$ cat src/rtl/datapath_controller_if.sv
// Instruction stream between the instruction source and datapath_controller.
interface datapath_controller_if;
  logic        instr_valid;
  logic [23:0] instr;
  logic        instr_ready;

  modport master (output instr_valid, output instr, input instr_ready);
  modport slave  (input instr_valid, input instr, output instr_ready);
endinterface

$ cat src/rtl/datapath_controller.sv
// Decodes 24-bit instruction words and sequences the datapath's register-file
// write: IDLE -> SETUP (selects launched) -> WRITE (single write strobe) -> IDLE.
module datapath_controller #(
  parameter int unsigned CNT_W = 8
) (
  input  logic                 clk,
  input  logic                 reset,
  datapath_controller_if.slave instrIf,
  output logic                 writeEnable,
  output logic                 muxSel,
  output logic [7:0]           inputData,
  output logic [3:0]           dstSel,
  output logic [3:0]           A_sel,
  output logic [3:0]           B_sel,
  output logic [3:0]           OP_Sel,
  output logic                 halted,
  output logic                 illegal,
  output logic [CNT_W-1:0]     retired
);

  localparam logic [1:0] IDLE  = 2'd0;
  localparam logic [1:0] SETUP = 2'd1;
  localparam logic [1:0] WRITE = 2'd2;
  localparam logic [1:0] HALT  = 2'd3;

  localparam logic [3:0] KIND_NOP   = 4'h0;
  localparam logic [3:0] KIND_LOADI = 4'h1;
  localparam logic [3:0] KIND_ALU   = 4'h2;
  localparam logic [3:0] KIND_HALT  = 4'hF;

  logic [1:0] state;
  logic [3:0] kind;
  logic       accept;

  assign kind                = instrIf.instr[23:20];
  assign instrIf.instr_ready = (state == IDLE);
  assign accept              = instrIf.instr_valid && instrIf.instr_ready;

  always_ff @(posedge clk) begin
    if (reset) begin
      state     <= IDLE;
      muxSel    <= 1'b0;
      inputData <= '0;
      dstSel    <= '0;
      A_sel     <= '0;
      B_sel     <= '0;
      OP_Sel    <= '0;
      halted    <= 1'b0;
      illegal   <= 1'b0;
      retired   <= '0;
    end else begin
      case (state)
        IDLE: begin
          if (accept) begin
            case (kind)
              KIND_NOP: ;
              KIND_LOADI: begin
                state     <= SETUP;
                dstSel    <= instrIf.instr[19:16];
                A_sel     <= '0;
                B_sel     <= '0;
                OP_Sel    <= '0;
                muxSel    <= 1'b1;
                inputData <= instrIf.instr[7:0];
              end
              KIND_ALU: begin
                state     <= SETUP;
                dstSel    <= instrIf.instr[19:16];
                A_sel     <= instrIf.instr[15:12];
                B_sel     <= instrIf.instr[11:8];
                OP_Sel    <= instrIf.instr[7:4];
                muxSel    <= 1'b0;
                inputData <= '0;
              end
              KIND_HALT: begin
                state  <= HALT;
                halted <= 1'b1;
              end
              default: illegal <= 1'b1;
            endcase
          end
        end
        SETUP: state <= WRITE;
        WRITE: begin
          state <= IDLE;
          if (retired != '1) retired <= retired + CNT_W'(1);
        end
        HALT:    state <= HALT;
        default: state <= IDLE;
      endcase
    end
  end

  // Raised at the SETUP-cycle negedge and dropped at the WRITE-cycle negedge, so
  // clk & writeEnable rises exactly once, at the posedge that begins WRITE.
  always_ff @(negedge clk) begin
    if (reset) writeEnable <= 1'b0;
    else       writeEnable <= (state == SETUP);
  end

endmodule

$ cat src/flat_wrapper.sv
// flat-port wrapper written by rule: the top's interface ports become plain ports
module datapath_controller_flat 
#(
  parameter int unsigned CNT_W = 8
)
  (clk, reset, writeEnable, muxSel, inputData, dstSel, A_sel, B_sel, OP_Sel, halted, illegal, retired, instrIf_instr_valid, instrIf_instr, instrIf_instr_ready);
  datapath_controller_if instrIf_i ();
  input  logic clk;
  input  logic reset;
  output logic writeEnable;
  output logic muxSel;
  output logic [7:0] inputData;
  output logic [3:0] dstSel;
  output logic [3:0] A_sel;
  output logic [3:0] B_sel;
  output logic [3:0] OP_Sel;
  output logic halted;
  output logic illegal;
  output logic [CNT_W-1:0] retired;
  input wire logic [$bits(instrIf_i.instr_valid)-1:0] instrIf_instr_valid;
  input wire logic [$bits(instrIf_i.instr)-1:0] instrIf_instr;
  output wire logic [$bits(instrIf_i.instr_ready)-1:0] instrIf_instr_ready;
  assign instrIf_i.instr_valid = instrIf_instr_valid;
  assign instrIf_i.instr = instrIf_instr;
  assign instrIf_instr_ready = instrIf_i.instr_ready;
  datapath_controller #(.CNT_W(CNT_W)) u_core (.clk(clk), .reset(reset), .instrIf(instrIf_i), .writeEnable(writeEnable), .muxSel(muxSel), .inputData(inputData), .dstSel(dstSel), .A_sel(A_sel), .B_sel(B_sel), .OP_Sel(OP_Sel), .halted(halted), .illegal(illegal), .retired(retired));
endmodule
$ cat config.mk
export PLATFORM = sky130hd
export DESIGN_NAME = datapath_controller_flat
export DESIGN_NICKNAME = d
export VERILOG_FILES = /design/src/rtl/datapath_controller_if.sv /design/src/rtl/datapath_controller.sv /design/src/flat_wrapper.sv
export SDC_FILE = /design/constraint.sdc
export NUM_CORES = 1
export LEC_CHECK = 0
export BUFFER_PORTS_ARGS = -buffer_cell sky130_fd_sc_hd__buf_4
export CAP_MARGIN = 20
export CORE_ASPECT_RATIO = 0.8
export CORE_UTILIZATION = 30
export CTS_CLUSTER_SIZE = 24
export DETAILED_ROUTE_END_ITERATION = 10
export MAX_ROUTING_LAYER = met4
export RECOVER_POWER = 25
export SYNTH_ARGS = -nofsm -noshare
export SYNTH_HDL_FRONTEND = slang
export SYNTH_SLANG_ARGS = --single-unit
$ cat constraint.sdc
create_clock -name clk -period 1.6 [get_ports clk]
set_input_delay 0.32 -clock clk [delete_from_list [all_inputs] [get_ports clk]]
set_output_delay 0.32 -clock clk [all_outputs]
set_load 0.01 [all_outputs]
---- After elaboration in Yosys (flattened, before gate mapping) ----
Index checks and enable logic that the tools add are counted.
operators by class
  equal/unequal tests ..................... 9
  bitwise operators ....................... 1
  multiplexer cells ....................... 8
  reductions and logical operators ........ 12
  $add $sub $neg .......................... 1
operators with widths
  cell                 number
  $pmux 4 s2           3
  $pmux 8 s2           1
  $reduce_and 3->1     4
  $add 8x1->8 const B  1
  $ne 8x8->1 const B   1
  $pmux 2 s4           1
  $eq 2x2->1 const B   2
  $eq 4x1->1 const B   1
  $eq 4x2->1 const B   1
  $eq 4x4->1 const B   1
  $logic_not 4->1      1
  $pmux 2 s2           1
  $reduce_and 2->1     2
  $reduce_or 4->1      1
  $ne 3x3->1 const B   1
  $eq 2x1->1 const B   1
  $logic_not 2->1      1
  $mux 2               1
  $ne 2x2->1 const B   1
  $pmux 1 s2           1
  $reduce_bool 2->1    1
  $reduce_or 2->1      1
  $logic_and 1x1->1    1
  $not 1->1            1
word-level totals
  register bits ........................... 38

---- Depth between registers and ports, before layout ----
  word-level depth ........................ 5
  depth in mapped cells ................... 7
  depth with buffers taken out ............ 6

==> impl_metrics.env <==
export IMPL_reg2reg_to="u_core.writeEnable$_SDFF_NP0_"
export IMPL_finClkSkew_ns=0.0549
export IMPL_critPathBufInv=1
export IMPL_crit_path_end_kind="primary output"
export IMPL_post_place_cells=323
export IMPL_synth_area_leaders="dfxtp_1, a21oi_1, nand2_1"
export IMPL_drtIter0Drc=56
export IMPL_hold_path_startpoint="instrIf_instr[19]"
export IMPL_reg2reg_slack_ns=0.07
export IMPL_clockBufferDepth=2
export IMPL_cts_tree="done"
export IMPL_setup_tns_ns=-0.266
export IMPL_dr_total_vias=1561
export IMPL_setup_viol=1
export IMPL_synth_top_cell_area_share=0.467
export IMPL_dr_pass1_iters=7
export IMPL_cts_hold_buf=0
export IMPL_clock_latency_ns=0.33
export IMPL_grt_max_degree=39
export IMPL_met3_usage=0.0422
export IMPL_syn_area_sq_um=1630
export IMPL_p_int_mw=1.95
export IMPL_worstPathMaxFanout=1
export IMPL_drcViolationCount=6
export IMPL_drive_above_1_share=0.294
export IMPL_synth_cell_types=33
export IMPL_p_per_area_nw_per_um2=1130
export IMPL_ys_async_sr_fraction=0
export IMPL_startpoint_type="flip-flop"
export IMPL_rsz0062_at_grt="true"
export IMPL_pwr_share_clk=0.374
export IMPL_p_sw_frac=0.261
export IMPL_die_h_um=67.9
export IMPL_required_ns=1.28
export IMPL_comb_power_share=0.230
export IMPL_cp_top_family="flip-flops"
export IMPL_total_power_mw=2.64
export IMPL_grtUsageTotal=0.149
export IMPL_synth_edff_count=0
export IMPL_cp_cell_sequence="buf_6"
export IMPL_first_global_vias=1404
export IMPL_worstSetupPathType="reg2out"
export IMPL_arrival_ns=1.55
export IMPL_ys_flop_type="dfxtp_1"
export IMPL_post_drt_wl_per_cell_um=12.3
export IMPL_worstMarginPinSlew_ns=0.418
export IMPL_crit_path_max_incr_delay_ns=0.30
export IMPL_yosysWarnings=0
export IMPL_seq_area_frac_synth=0.467
export IMPL_place_hpwl_um=2920
export IMPL_final_util=0.454
export IMPL_boundaryPins=64
export IMPL_power_leakage_nw=0.924
export IMPL_min_to="u_core.dstSel[3]$_SDFFE_PP0P_"
export IMPL_gp_congestion=0.791
export IMPL_antenna_found_initial=0
export IMPL_initial_utilization=0.318
export IMPL_dieArea_sq_um=5740
export IMPL_seqPwrFrac=0.395
export IMPL_final_cells=331
export IMPL_fin_ws_ns=-0.266
export IMPL_vias_per_cell=4.72
export IMPL_wl_um=4070
export IMPL_clockRootBuffer="clkbuf_8"
export IMPL_cts_sinks=38
export IMPL_violations="DRC, setup timing"
export IMPL_top_usage_layer="met2"
export IMPL_numPortBuffers=63
export IMPL_syn_num_nets=223
export IMPL_core_area_sq_um=5120
export IMPL_hold_viol=0
export IMPL_insertedDiodeCount=0
export IMPL_min_delay_path_depth=3
export IMPL_syn_avg_cell_area_sq_um=8.54
export IMPL_nets=300
export IMPL_cp_slowest_cell="dfxtp_2"
export IMPL_reg2regPathDepth=3
export IMPL_relSlewSlack=0.721
export IMPL_switching_power_mw=0.689
export IMPL_htree_num_levels=2
export IMPL_vdd_drop_max_v=0.000577
export IMPL_cts_buffers=5
export IMPL_synthCells=191
export IMPL_crit_reg2reg_launch="u_core.state[1]$_SDFFE_PP0P_"
export IMPL_min_path_type="in2reg"
export IMPL_grt_pass1_wl_um=6470
export IMPL_clkTransAtPathRegs_ns=0.08
export IMPL_drt_antenna_violating_nets=0
export IMPL_syn_to_final_growth_pct=42.5
export IMPL_synth_seq_cells=38
export IMPL_max_cap_violations=0
export IMPL_die_x_um=84.4
export IMPL_status="finished with violations"
export IMPL_rows=23
export IMPL_use_met2=0.228
export IMPL_grt_overflow_total=0
export IMPL_slew_violations=0
export IMPL_netlist_top_cell_by_area="dfxtp_1"
export IMPL_use_met1=0.191
[timing repair]
item                                    in CTS  in global routing
endpoints found under the setup margin       1                  3
resized for setup                            1                  3
buffers inserted                             0                  0
[cells in the final DEF (no fill, tap or decap), types with 4 or more instances in the layout]
| master | Yosys | routed |
|---|---|---|
| a21oi_1 | 27 | 27 |
| buf_4 | 0 | 60 |
| clkbuf_1 | 6 | 18 |
| clkbuf_8 | 0 | 5 |
| dfxtp_1 | 38 | 36 |
| ha_1 | 5 | 4 |
| inv_1 | 6 | 6 |
| nand2_1 | 34 | 34 |
| nand3_1 | 23 | 23 |
| nor2_1 | 12 | 12 |
| xor2_1 | 4 | 4 |
[sequential cells by signal (all words and copies together), names as in the netlist]
register / flops
u_core.halted: 1
u_core.state: 2
u_core.OP_Sel: 4
u_core.retired: 8
u_core.muxSel: 1
u_core.A_sel: 4
u_core.illegal: 1
u_core.dstSel: 4
u_core.inputData: 8
u_core.B_sel: 4
u_core.writeEnable: 1
[cells in the mapped netlist, types with 2 or more instances]
library cell,number
a21oi_1,27
a31oi_1,3
and2_1,2
and4_1,2
buf_12,2
clkbuf_1,6
dfxtp_1,38
ha_1,5
inv_1,6
mux2i_1,2
nand2_1,34
nand3_1,23
nand4_1,3
nor2_1,12
nor3_1,3
o21ai_0,3
xor2_1,4
[routing by layer]
layer  part of all wire  wire length [um]  up-vias
li1                   -                 -      810
met1               0.48              1960      709
met2               0.45              1820       40
met3              0.067               274        2
met4             0.0034                14        0
met5                  0                 0        -
[worst max-delay path by stage]
stage | start | endpoint | cells past startpoint
2_1_floorplan | u_core.state[1]$_SDFFE_PP0P_ | u_core.writeEnable$_SDFF_NP0_ | 3
3_3_place_gp | u_core.state[1]$_SDFFE_PP0P_ | u_core.writeEnable$_SDFF_NP0_ | 3
3_5_place_dp | u_core.state[1]$_SDFFE_PP0P_ | u_core.writeEnable$_SDFF_NP0_ | 3
4_1_cts | u_core.writeEnable$_SDFF_NP0_ | writeEnable | 1
5_1_grt | u_core.writeEnable$_SDFF_NP0_ | writeEnable | 1
6_report | u_core.writeEnable$_SDFF_NP0_ | writeEnable | 1
[cell families after synthesis]
group | after synthesis | share of synthesized area
AOI/OAI and AO/OA | 41 | 0.145
buffers and inverters | 16 | 0.0637
adders and majority gates | 5 | 0.0384
muxes | 3 | 0.0192
and+or+nand+nor | 84 | 0.246
xor gates and xnor gates | 4 | 0.0215
DFF | 38 | 0.467
[stage by stage]
stage               hold slack (ns)  cell area, sq um  setup WS, ns
floorplan                     0.456              1630       0.00108
global placement              0.440              2240        0.0425
detailed placement            0.446              2240        0.0340
CTS                           0.267              2380        -0.277
global route                  0.265              2320        -0.297
finish                        0.273              2320        -0.266
[power groups by stage]
stage	Sequential [mW]	Combinational (mW)	Clock, mW
after detailed placement	1.06	0.609	0.00782
after global placement	1.06	0.610	0.00782
after floorplan	1.09	0.298	0.00782
final	1.04	0.608	0.987
after CTS	1.04	0.615	1.01
after global routing	1.05	0.681	1.07
[final cells by class]
type                    count  area, sq um
flip-flops and latches     38          763
fillers                   554         2800
clock inverters             4         72.6
multi-input cells         137          773
clock buffers               5         68.8
inverters                   5         18.8
well taps                  62         77.6
repair buffers             80          549
(Power assumes the default switching activity.)
